==> src/rtl/alu_multicycle.sv <==
// Handshaked multi-cycle ALU: single-cycle arithmetic/logic/shift ops plus iterative MUL.
// Define ALU_DIV_EN to add an iterative unsigned restoring divider as op 10.
module alu_multicycle #(
    parameter int         WIDTH      = 8,
    parameter logic [7:0] SREG_RESET = 8'h00
) (
    input  logic                 clk,
    input  logic                 reset,
    input  logic                 start,
    output logic                 ready,
    input  logic [3:0]           op,
    input  logic                 use_carry,
    input  logic [WIDTH-1:0]     arg1,
    input  logic [WIDTH-1:0]     arg2,
    output logic                 done,
    output logic [2*WIDTH-1:0]   Q,
    input  logic                 sreg_we,
    input  logic [7:0]           sreg_wdata,
    output logic [7:0]           sreg
);
    localparam int CW = $clog2(WIDTH);
    localparam logic [3:0] OP_ADD = 4'd0, OP_SUB = 4'd1, OP_MUL = 4'd2, OP_LSL = 4'd3,
                           OP_LSR = 4'd4, OP_AND = 4'd5, OP_OR  = 4'd6, OP_XOR = 4'd7,
                           OP_CMP = 4'd8, OP_ASR = 4'd9, OP_DIV = 4'd10;

    typedef enum logic [1:0] {IDLE, ITER, PEND} state_t;

    state_t             state;
    logic [CW-1:0]      cnt;
    logic [2*WIDTH-1:0] wa, wb;
    logic [WIDTH-1:0]   wc;
    logic [3:0]         p_op;
    logic               p_uc, p_cin;
    logic [WIDTH-1:0]   p_a, p_b;

    logic accept, iter_op, exec_single, iter_fin;

    assign ready       = (state == IDLE) || (state == ITER && cnt == '0);
    assign accept      = start & ready;
    assign iter_fin    = (state == ITER) && (cnt == '0);
    assign exec_single = (state == PEND) || (state == IDLE && accept && !iter_op);

    always_comb begin
        iter_op = (op == OP_MUL);
`ifdef ALU_DIV_EN
        if (op == OP_DIV) iter_op = 1'b1;
`endif
    end

    // Single-cycle unit; a single op accepted while an iterative op completes runs from PEND.
    logic [3:0]       s_op;
    logic             s_uc, s_cin, ci, cb, s_legal, s_wq;
    logic [WIDTH-1:0] s_a, s_b, s_res;
    logic [WIDTH:0]   ax, bx, ext;
    logic             f_c, f_h, f_v, f_n, f_z;
    logic [7:0]       s_fl;

    always_comb begin
        s_op    = (state == PEND) ? p_op  : op;
        s_uc    = (state == PEND) ? p_uc  : use_carry;
        s_cin   = (state == PEND) ? p_cin : sreg[0];
        s_a     = (state == PEND) ? p_a   : arg1;
        s_b     = (state == PEND) ? p_b   : arg2;
        ci      = s_uc & s_cin;
        cb      = ci & (s_op == OP_SUB);
        ax      = {1'b0, s_a};
        bx      = {1'b0, s_b};
        ext     = '0;
        s_res   = '0;
        s_legal = 1'b1;
        s_wq    = 1'b1;
        f_c     = sreg[0];
        f_h     = sreg[5];
        f_v     = sreg[3];
        case (s_op)
            OP_ADD: begin
                ext   = ax + bx + (WIDTH+1)'(ci);
                s_res = ext[WIDTH-1:0];
                f_c   = ext[WIDTH];
                f_h   = ax[4] ^ bx[4] ^ ext[4];
                f_v   = (s_a[WIDTH-1] == s_b[WIDTH-1]) && (s_res[WIDTH-1] != s_a[WIDTH-1]);
            end
            OP_SUB, OP_CMP: begin
                ext   = ax - bx - (WIDTH+1)'(cb);
                s_res = ext[WIDTH-1:0];
                f_c   = ext[WIDTH];
                f_h   = ax[4] ^ bx[4] ^ ext[4];
                f_v   = (s_a[WIDTH-1] != s_b[WIDTH-1]) && (s_res[WIDTH-1] != s_a[WIDTH-1]);
                s_wq  = (s_op != OP_CMP);
            end
            OP_LSL: begin
                s_res = {s_a[WIDTH-2:0], ci};
                f_c   = s_a[WIDTH-1];
                f_h   = s_a[3];
                f_v   = s_res[WIDTH-1] ^ f_c;
            end
            OP_LSR: begin
                s_res = {ci, s_a[WIDTH-1:1]};
                f_c   = s_a[0];
                f_v   = s_res[WIDTH-1] ^ f_c;
            end
            OP_ASR: begin
                s_res = {s_a[WIDTH-1], s_a[WIDTH-1:1]};
                f_c   = s_a[0];
                f_v   = s_res[WIDTH-1] ^ f_c;
            end
            OP_AND: begin s_res = s_a & s_b; f_v = 1'b0; end
            OP_OR:  begin s_res = s_a | s_b; f_v = 1'b0; end
            OP_XOR: begin s_res = s_a ^ s_b; f_v = 1'b0; end
            default: begin s_legal = 1'b0; s_wq = 1'b0; end
        endcase
        f_n = s_res[WIDTH-1];
        f_z = (s_res == '0);
        if (s_op == OP_SUB && s_uc) f_z = sreg[1] & f_z;
        s_fl = {sreg[7:6], f_h, f_n ^ f_v, f_v, f_n, f_z, f_c};
    end

    // Iterative unit: shift-add multiply; wa=product, wb=shifted multiplicand, wc=multiplier.
    logic [2*WIDTH-1:0] mul_next, it_res, ld_wa;
    logic               it_c, it_z;

    assign mul_next = wa + (wc[0] ? wb : '0);

`ifdef ALU_DIV_EN
    // Divide reuses wa as {remainder, quotient-in-progress} and wc as the divisor.
    logic               it_div;
    logic [WIDTH:0]     rsh;
    logic [WIDTH-1:0]   rdiff;
    logic               ge;
    logic [2*WIDTH-1:0] div_next;

    always_comb begin
        rsh      = {wa[2*WIDTH-1:WIDTH], wa[WIDTH-1]};
        ge       = (rsh >= {1'b0, wc});
        rdiff    = rsh[WIDTH-1:0] - wc;
        div_next = {ge ? rdiff : rsh[WIDTH-1:0], wa[WIDTH-2:0], ge};
        it_res   = it_div ? div_next : mul_next;
        it_c     = it_div ? (wc == '0) : mul_next[2*WIDTH-1];
        it_z     = it_div ? (div_next[WIDTH-1:0] == '0) : (mul_next == '0);
        ld_wa    = (op == OP_DIV) ? {{WIDTH{1'b0}}, arg1} : '0;
    end
`else
    always_comb begin
        it_res = mul_next;
        it_c   = mul_next[2*WIDTH-1];
        it_z   = (mul_next == '0);
        ld_wa  = '0;
    end
`endif

    always_ff @(posedge clk or posedge reset) begin
        if (reset) begin
            state <= IDLE;
            cnt   <= '0;
            wa    <= '0;
            wb    <= '0;
            wc    <= '0;
            p_op  <= '0;
            p_uc  <= 1'b0;
            p_cin <= 1'b0;
            p_a   <= '0;
            p_b   <= '0;
            Q     <= '0;
            done  <= 1'b0;
            sreg  <= SREG_RESET;
`ifdef ALU_DIV_EN
            it_div <= 1'b0;
`endif
        end else begin
            done <= 1'b0;
            if (exec_single) begin
                done <= 1'b1;
                if (s_wq) Q <= {{WIDTH{1'b0}}, s_res};
            end
            case (state)
                IDLE: ;
                PEND: state <= IDLE;
                ITER: begin
`ifdef ALU_DIV_EN
                    if (it_div) wa <= div_next;
                    else
`endif
                    begin
                        wa <= mul_next;
                        wb <= wb << 1;
                        wc <= wc >> 1;
                    end
                    cnt <= cnt - CW'(1);
                    if (iter_fin) begin
                        Q     <= it_res;
                        done  <= 1'b1;
                        state <= IDLE;
                        if (accept && !iter_op) begin
                            state <= PEND;
                            p_op  <= op;
                            p_uc  <= use_carry;
                            p_cin <= sreg[0];
                            p_a   <= arg1;
                            p_b   <= arg2;
                        end
                    end
                end
                default: state <= IDLE;
            endcase
            if (accept && iter_op) begin
                state <= ITER;
                cnt   <= CW'(WIDTH-1);
                wa    <= ld_wa;
                wb    <= {{WIDTH{1'b0}}, arg1};
                wc    <= arg2;
`ifdef ALU_DIV_EN
                it_div <= (op == OP_DIV);
`endif
            end
            if (sreg_we)                     sreg <= sreg_wdata;
            else if (exec_single && s_legal) sreg <= s_fl;
            else if (iter_fin)               sreg <= {sreg[7:2], it_z, it_c};
        end
    end
endmodule

==> config.mk <==
export PLATFORM = sky130hd
export DESIGN_NAME = alu_multicycle
export DESIGN_NICKNAME = d
export VERILOG_FILES = /design/src/rtl/alu_multicycle.sv
export SDC_FILE = /design/constraint.sdc
export NUM_CORES = 1
export LEC_CHECK = 0
export BUFFER_PORTS_ARGS = -buffer_cell sky130_fd_sc_hd__buf_2
export CORE_MARGIN = 1
export CORE_UTILIZATION = 45
export DETAILED_ROUTE_END_ITERATION = 10
export PLACE_DENSITY_LB_ADDON = 0.08
export SLEW_MARGIN = 15
export SYNTH_ARGS = -nofsm -noshare
export SYNTH_HDL_FRONTEND = slang
export SYNTH_SLANG_ARGS = --single-unit
==> constraint.sdc <==
create_clock -name clk -period 6.15 [get_ports clk]
set_clock_uncertainty 0.1 [all_clocks]
set_input_delay 1.23 -clock clk [delete_from_list [all_inputs] [get_ports clk]]
set_output_delay 1.23 -clock clk [all_outputs]
set_load 0.005 [all_outputs]
==> results of run 1 <==
## final timing paths
path                       endpoint
max in group asynchronous   sreg[5]
max reg2reg                 sreg[4]
min reg2reg                  p_a[6]
max                         sreg[4]
min                          p_a[6]
min in group asynchronous     wc[3]
## logic make-up after synthesis
| group | synth area share |
|---|---|
| buffers and inverters | 0.0456 |
| XOR/XNOR | 0.0429 |
| AO/OA/AOI/OAI | 0.179 |
| multiplexers | 0.0496 |
| flip-flops | 0.352 |
| AND/OR/NAND/NOR | 0.229 |
| adder cells (fa/ha/maj) | 0.102 |
## routing by layer
layer	global-route usage	up-vias	share of wire
met5	0	-	0
met4	0.0854	0	0.020
met3	0.0530	27	0.056
met2	0.412	197	0.44
met1	0.414	2922	0.49
li1	-	2848	-
## placed cells by master, fill, tap and decap left out, drive strengths merged, types with 9 or more instances in the layout
cell type    n
nand2      176
dfrtp       92
buf         71
nor2        57
a21oi       51
ha          45
inv         40
o21ai       36
mux2i       23
nand3       22
xnor2       22
a31oi       20
and2        17
nor3        10
xor2        10
clkbuf      10
nand2b       9
o22ai        9
## worst register-to-register path, cell delays in order, from the launching register on
cell and delay (ns):
dfrtp_1 0.50, and2b_1 0.72, buf_4 0.33, mux2i_1 0.56
inv_1 0.18, fa_1 0.47, a21o_1 0.20, nand4_1 0.09
o21ai_0 0.15, o41ai_1 0.54, xnor2_1 0.19, nor3_1 0.06
a311o_1 0.37, or4_1 0.48, nand3_1 0.09
## power by group through the flow
stage	Clock [mW]	Sequential [mW]	Combinational [mW]
floorplan	0	0.952	1.07
global placement	0	1.01	1.43
detailed placement	0	1.01	1.45
CTS	0.564	1.00	1.46
global route	0.586	1.03	1.64
finish	0.548	1.00	1.47
## per-stage QoR
step | hold WS, ns | worst slack, ns
after detailed placement | 0.362 | 1.17
after global routing | 0.399 | 0.704
final | 0.376 | 1.07
after floorplan | 0.345 | 1.27
after CTS | 0.380 | 1.16
after global placement | 0.358 | 1.28
## final cells by class
class | instances | area [sq um] | share of cell area
clock buffers | 10 | 229 | 0.0315
repair buffers | 71 | 388 | 0.0534
inverters | 35 | 134 | 0.0184
well taps | 180 | 225 | 0.0310
multi-input cells | 625 | 3940 | 0.542
flip-flops and latches | 92 | 2300 | 0.317
clock inverters | 6 | 51.3 | 0.00706
## state kept, by name, summed over array words and instances (netlist names), 2 cells and up
signal,cells
Q,16
cnt,3
p_a,8
p_b,8
p_op,4
sreg,8
state,2
wa,16
wb,16
wc,8
==> results.toml, run 1 <==
[status]
status = "complete, no violations"

[critical_path]
crit_path_end_kind = "flip-flop"
cp_num_buf_inv = 2
crit_slowest_cell = "and2b_1"
cpLargestDelayFamily = "simple AND/OR/NAND/NOR gates"
cp_cell_sequence = "and2b_1 -> buf_4 -> mux2i_1 -> inv_1 -> fa_1 -> a21o_1 -> nand4_1 -> o21ai_0 -> o41ai_1 -> xnor2_1 -> nor3_1 -> a311o_1 -> or4_1 -> nand3_1"
crit_cells = 14
path_class = "flip-flop to flip-flop"
crit_start = "state[0]"
max_stage_delay_ns = 0.72
cp.arrival_ns = 5.26
cp_max_fo = 15
crit_required_ns = 6.34
r2r-start = "state[0]"
r2r_slack_ns = 1.07
setup.worst_path.start_class = "flip-flop"
rr_worst_depth = 14

[clock_network]
clk-insertion-delay-late_ns = 0.36
clock-sinks = 92
root_buffer = "clkbuf_16"
post-cts-setup-buffer-count = 0
hold_buffers = 0
clk_pin_slew_ns = 0.07
cts_tree = "built"
postCtsResizedCells = 0
cts_buffers = 9
cts_max_path_buffers = 2
htree_levels = 3

[yosys]
synth_top_area_cell = "dfrtp_1"
synth_top_area_frac = 0.352
synth_area_sq_mm = 0.00653
synth_edf_count = 0
ys_ff_latch = 92
yosys.cell_count.top_type = "nand2_1"
yosys_warnings = 0
ys.flop_type = "dfrtp_1"
yosys-top-cells-count = "nand2_1 (175), dfrtp_1 (92), nor2_1 (57)"
synth.top_cells.by_area = "dfrtp_1 (35%), nand2_1 (10%), ha_1 (8.6%)"
synth_seq_area_share = 0.352
async_reset_ff_frac = 1.00
synthCells = 792
syn_nets = 875
syn_area_per_cell_sq_um = 8.25
ys_types = 68

[power_and_ir_drop]
pwr-share-seq = 0.332
swShare = 0.440
finalPower_mw = 3.02
p_clk_frac = 0.182
power.density_mw_per_mm2 = 415
combPwrFrac = 0.486
p_leak_nw = 3.52
power.internal_mw = 1.69
switching_power_mw = 1.33
ir_drop_v = 0.000190

[layout]
area_growth_syn_to_layout_pct = 11.3
fin_cells = 1019
utilization = 0.518
num_antenna_cells = 0
fin_area_sq_mm = 0.00727
layout-drive-gt1-share = 0.130
finish.net_count = 917
fillerInstances = 1388

[run]
maxCapViolCount = 0

[timing]
slew_headroom = 0.267
worst_slew_pin_slew_ns = 1.10
hold_viol_final = 0
min_period_ns = 5.08
max_freq_mhz = 197
fin_crit_sh = 0.826
slew_violations = 0
setup_viol_count_final = 0
rsz0062_at_grt = "no"
fin_setup_tns_ns = 0

[placed_design]
place_area_sq_mm = 0.00699
dp_hpwl_mm = 14.5
place_congestion = 0.889
dp.cells = 1003
numPortBuffers = 58

[detailed_routing]
final_antenna_net_count = 0
drc = 0
vias_per_cell = 5.88
drtIter0Drc = 560
avgRoutedWirePerCell_microns = 19.3
drt_wl_total_mm = 19.7
firstDrtPassIters = 5
vias = 5994

[worst_hold_path]
whs_path_depth = 2
hp-start = "p_a[6]"
holdCritPathClass = "flip-flop to flip-flop"

[global_routing]
grt_pass1_vias = 5625
grt_overflow = 0
grt_use_total = 0.280
grt_max_degree = 48
grt_pass1_wl_mm = 31.5
antenna_found_initial = 0

[die]
die_h_microns = 122
start_util = 0.465
die_area_sq_mm = 0.0150
ioPinCount = 59
rows = 43
coreArea_sq_mm = 0.0140
die_x_microns = 122
No activity file was read; power rests on OpenSTA's default activity.
==> run 2: changes to the inputs <==
ABC_AREA = 1   (was unset)
clock period = 4.89 ns   (was 6.15 ns; I/O delays follow)
==> run 2 against run 1 <==
  * Synthesized area up 7.7%
  * First-iteration DRC count down 8.4%
  * Flip-flop and latch count unchanged
  * Via count up 11%
  * Final area up 7.1%
  * Critical path type unchanged
  * Sequential power up 19%
==> results.toml, run 2 <==
[critical_path]
cpMostUsedCell = "nand2_1"
r2r-start = "state[0]"
path_class = "flip-flop to flip-flop"
max_stage_delay_ns = 0.45
cp.arrival_ns = 4.15
cp_max_fo = 45
crit_required_ns = 5.09
crit_start = "state[0]"
setup.worst_path.start_class = "flip-flop"
crit_path_end_kind = "flip-flop"
cp_num_buf_inv = 2
cpLargestDelayFamily = "simple AND/OR/NAND/NOR gates"
crit_slowest_cell = "fa_1"
cp_cell_sequence = "inv_4 -> nand2_4 -> nand2_1 -> nand2_1 -> nand2_1 -> nor2_1 -> nand2_1 -> fa_1 -> ha_1 -> nand2_1 -> nor2_1 -> nand3_1 -> nand2_1 -> nand2_1 -> nand3_1 -> nand3_1 -> nor2_1 -> nand2_1 -> nor2_1 -> nand3_1 -> nand3_1 -> nand2_1 -> inv_1"

[yosys]
synth_top_family_by_area = "simple AND/OR/NAND/NOR gates"
async_reset_ff_frac = 1.00
ys.flop_type = "dfrtp_1"
synthCells = 1024
synth_top_area_frac = 0.327
synth_edf_count = 0
synth_compound_area_frac = 0.133
yosys.area_share.simple = 0.326
synth_area_sq_mm = 0.00704
synth_mux_area_frac = 0
synthAdderAreaFrac = 0.0942
synth_xor_area_frac = 0.00871
syn_area_per_cell_sq_um = 6.87
synth.top_cells.by_area = "dfrtp_1 (33%), nand2_1 (17%), inv_1 (8.5%)"
yosys-top-cells-count = "nand2_1 (316), inv_1 (160), dfrtp_1 (92)"
syn_nets = 1107
synth_top_area_cell = "dfrtp_1"
ys_ff_latch = 92
ys_types = 44
yosys_warnings = 0
yosys.cell_count.top_type = "nand2_1"
synth_seq_area_share = 0.327

[die]
die_h_microns = 127
ioPinCount = 59
coreArea_sq_mm = 0.0153
rows = 45
die_x_microns = 127
die_area_sq_mm = 0.0161
start_util = 0.461

[timing]
fin_crit_sh = 0.808
fin_ws_ns = 0.940
min_period_ns = 3.95
slew_violations = 0
setup_viol_count_final = 0
fin_setup_tns_ns = 0
slew_headroom = 0.297
max_freq_mhz = 253
hold_viol_final = 0
rsz0062_at_grt = "no"
worst_slew_pin_slew_ns = 1.05

[layout]
layout_common_cells = "nand2_1 (316), inv_1 (159), dfrtp_1 (92)"
num_antenna_cells = 0
area_growth_syn_to_layout_pct = 10.7
finish.net_count = 1152
final_common_cell = "nand2_1"
reg_top3 = "Q: 16 flops, wa: 16 flops, wb: 16 flops"
layout-drive-gt1-share = 0.119
fin_cells = 1285

[clock_network]
clock-sinks = 92
htree_levels = 3
post-cts-setup-buffer-count = 0
hold_buffers = 0
clk-insertion-delay-late_ns = 0.36
root_buffer = "clkbuf_16"
cts_max_path_buffers = 2
postCtsResizedCells = 0
cts_buffers = 9
cts_tree = "built"
clk_pin_slew_ns = 0.07

[placed_design]
numPortBuffers = 58
place_congestion = 0.923
pre_cts_ws_ns = 0.818
dp.cells = 1269
dp_hpwl_mm = 15.6

[detailed_routing]
vias = 6629
drtIter0Drc = 513
final_antenna_net_count = 0
firstDrtPassIters = 5
avgRoutedWirePerCell_microns = 15.5
vias_per_cell = 5.16
drc = 0
drt_wl_total_mm = 20.0

[power_and_ir_drop]
finalPower_mw = 3.23
power.density_mw_per_mm2 = 414
ir_drop_v = 0.000313
p_leak_nw = 4.28

[global_routing]
grt_max_degree = 63
grt_pass1_vias = 6012
grt_use_total = 0.260
antenna_found_initial = 0
grt_overflow = 0
grt_pass1_wl_mm = 32.3

[status]
status = "complete, no violations"

[run]
maxCapViolCount = 0

[worst_hold_path]
hp-start = "sreg[6]"
holdCritPathClass = "flip-flop to flip-flop"
==> run 2: per-stage QoR <==
| step | utilization | hold slack, ns | area (sq um) |
|---|---|---|---|
| final | 0.510 | 0.373 | 7790 |
| after global routing | 0.510 | 0.408 | 7790 |
| after CTS | 0.510 | 0.377 | 7790 |
| after detailed placement | 0.490 | 0.362 | 7480 |
| after global placement | 0.490 | 0.350 | 7480 |
| after floorplan | - | 0.348 | 7040 |
==> run 2: final cells by class <==
class	count	area, sq um
Fill cell	1551	7470
Multi-Input combinational cell	735	3950
Inverter	169	642
Clock buffer	10	239
Clock inverter	6	68.8
Timing Repair Buffer	62	320
Sequential cell	92	2300
Tap cell	211	264
==> run 2: power by group <==
part           total [mW]  internal, mW  switching, mW
registers            1.19          1.02          0.163
logic                1.31         0.458          0.848
clock network       0.733         0.414          0.319
total                3.23          1.90           1.33
==> run 2: routing by layer <==
| layer | wire length, microns | track usage |
|---|---|---|
| met4 | 409 | 0.0819 |
| met2 | 8170 | 0.370 |
| met5 | 0 | 0 |
| met3 | 1640 | 0.0771 |
| met1 | 9730 | 0.378 |
==> run 2: cells by family (layout without fill, tap and decap cells) <==
family          after synthesis  in the layout
flops                        92             92
compound gates              156            156
xor+xnor                      7              7
simple gates                522            522
fa+ha+maj                    50             50
buf+inv                     197            247
==> run 2: worst register-to-register path, cell delays in order (launching register included) <==
cell	delay, ns
dfrtp_1	0.43
inv_4	0.10
nand2_4	0.36
nand2_1	0.10
nand2_1	0.13
nand2_1	0.14
nor2_1	0.27
nand2_1	0.12
fa_1	0.45
ha_1	0.33
nand2_1	0.06
nor2_1	0.10
nand3_1	0.13
nand2_1	0.09
nand2_1	0.05
nand3_1	0.12
nand3_1	0.10
nor2_1	0.27
nand2_1	0.09
nor2_1	0.09
nand3_1	0.09
nand3_1	0.08
nand2_1	0.05
inv_1	0.04
==> run 2: worst paths after layout <==
kind / endpoint / slack (ns) / cells after the start
hold / removal: sreg[6] / 0.37 / 2
hold reg to reg: sreg[6] / 0.37 / 2
min in group asynchronous: cnt[0] / 0.65 / 2
setup reg to reg: sreg[1] / 0.94 / 23
max in group asynchronous: p_a[0] / 3.12 / 3
setup / recovery: sreg[1] / 0.94 / 23
==> run 3: changes to the inputs <==
ABC_AREA = 0   (was 1)
clock period = 3.7 ns   (was 4.89 ns; I/O delays follow)
==> run 3 against run 2 <==
  * Sequential share of layout area shrank 1.5 points
  * Flip-flop and latch count is the same
  * Die area shrank 7.1%
  * Critical path type unchanged
  * The run now ends with negative setup slack left
  * Combinational power grew 140%
  * Sequential power grew 36%
  * Maximum frequency grew 6.4%
  * Register-to-register slack lost 0.95 ns
==> results.toml, run 3 (synthesis results as in run 1) <==
[status]
status = "finished, violations left"
violations = "negative setup slack"

[detailed_routing]
drtIter0Drc = 466
drt_wl_total_mm = 20.1
firstDrtPassIters = 5
vias = 6313
final_antenna_net_count = 0
avgRoutedWirePerCell_microns = 18.0
drc = 0
vias_per_cell = 5.65

[clock_network]
cts_tree = "built"
htree_levels = 3
clock-sinks = 92
root_buffer = "clkbuf_16"
cts_max_path_buffers = 2
clk_pin_slew_ns = 0.07
clk-insertion-delay-late_ns = 0.35
cts_buffers = 9

[critical_path]
cp.arrival_ns = 3.91
crit_path_end_kind = "flip-flop"
cp_max_fo = 4
setup.worst_path.start_class = "flip-flop"
crit_required_ns = 3.90
path_class = "flip-flop to flip-flop"

[power_and_ir_drop]
finalPower_mw = 5.63
power.density_mw_per_mm2 = 685
p_leak_nw = 4.03
ir_drop_v = 0.000334

[layout]
fin_cells = 1117
layout_common_cells = "nand2_1 (174), buf_4 (106), dfrtp_1 (92)"
final_common_cell = "nand2_1"
layout-drive-gt1-share = 0.249
finish.net_count = 1014
fillerInstances = 1305
reg_top3 = "Q: 16 flops, wa: 16 flops, wb: 16 flops"
area_growth_syn_to_layout_pct = 25.7

[timing]
worst_slew_pin_slew_ns = 0.923
rsz0062_at_grt = "yes"
hold_viol_final = 0
setup_viol_count_final = 1
fin_crit_sh = 1.00
max_freq_mhz = 269
slew_headroom = 0.385
whs_ns = 0.377
min_period_ns = 3.71
fin_ws_ns = -0.0127
slew_violations = 0

[placed_design]
place_congestion = 0.968
dp_hpwl_mm = 15.5
numPortBuffers = 58
dp.cells = 1093

[die]
rows = 43
coreArea_sq_mm = 0.0140
die_area_sq_mm = 0.0150
die_h_microns = 122
die_x_microns = 122
ioPinCount = 59
start_util = 0.465

[global_routing]
grt_pass1_vias = 6027
antenna_found_initial = 0
grt_use_total = 0.284
grt_overflow = 0
grt_max_degree = 53
grt_pass1_wl_mm = 32.5

[run]
maxCapViolCount = 0

[worst_hold_path]
holdCritPathClass = "flip-flop to flip-flop"
==> run 3: cell types whose count changed in the layout (fill, tap and decap cells not counted), moves of 19 or more <==
| cell | delta |
|---|---|
| a31oi_1 | +19 |
| o21ai_0 | -35 |
| buf_4 | +102 |
| inv_1 | -126 |
| nand2_1 | -142 |
| xnor2_1 | +20 |
| a21oi_1 | +24 |
| nand3_1 | -65 |
==> run 3: worst max-delay path: stages, from the launching register on <==
cell      delay (ns)
dfrtp_1         0.38
buf_6           0.12
or4b_4          0.50
o31ai_4         0.09
nand3_2         0.11
fa_2            0.39
ha_4            0.26
nand4b_1        0.10
o211ai_1        0.13
a31o_2          0.29
a21oi_4         0.15
xnor2_2         0.14
xnor2_1         0.08
a311o_1         0.28
or4_1           0.47
nand3_1         0.08
==> run 3: through the flow <==
step	util	instance area [sq um]	setup WS [ns]	setup TNS, ns
after global routing	0.585	8210	-0.190	-0.609
after floorplan	-	6640	-0.196	-0.217
after detailed placement	0.552	7760	-0.289	-1.06
final	0.585	8210	-0.0127	-0.0127
after CTS	0.577	8100	-0.0369	-0.0369
after global placement	0.552	7760	-0.231	-0.614
==> run 3: report_power, final <==
part,leakage (nW),switching (mW),internal [mW]
clock network,0.132,0.441,0.467
logic,2.71,1.71,1.39
registers,1.18,0.242,1.38
total,4.03,2.39,3.24
==> run 3: layout make-up <==
class | count | area, sq um | area share
Multi-Input combinational cell | 625 | 4120 | 0.502
Sequential cell | 92 | 2300 | 0.280
Timing Repair Buffer | 168 | 1140 | 0.139
Clock buffer | 9 | 225 | 0.0274
Tap cell | 180 | 225 | 0.0274
Inverter | 35 | 136 | 0.0166
Clock inverter | 7 | 58.8 | 0.00716
Antenna cell | 1 | 2.50 | 0.000305
==> run 3: metal layers <==
| metal | vias to the layer above | part of all wire | track usage |
|---|---|---|---|
| met2 | 193 | 0.44 | 0.427 |
| met1 | 3064 | 0.49 | 0.417 |
| met5 | - | 0 | 0 |
| met3 | 20 | 0.055 | 0.0460 |
| li1 | 3036 | - | - |
| met4 | 0 | 0.017 | 0.0808 |
==> run 3: final timing paths <==
path                          start       to  slack, ns  cells after the start
min in group asynchronous     reset    wc[2]       0.39                      2
hold / removal               p_a[5]   p_a[5]       0.38                      2
max in group asynchronous     reset     Q[8]       2.43                      3
hold reg to reg              p_a[5]   p_a[5]       0.38                      2
setup reg to reg           state[0]  sreg[4]      -0.01                     15
setup / recovery           state[0]  sreg[4]      -0.01                     15
==> run 3: timing repair <==
| action | CTS | global route |
|---|---|---|
| gates resized for setup | 11 | 15 |
| pin swaps | 8 | 17 |
| setup endpoints to repair | 7 | 8 |
| setup buffers | 1 | 6 |
| hold buffers | 0 | 0 |
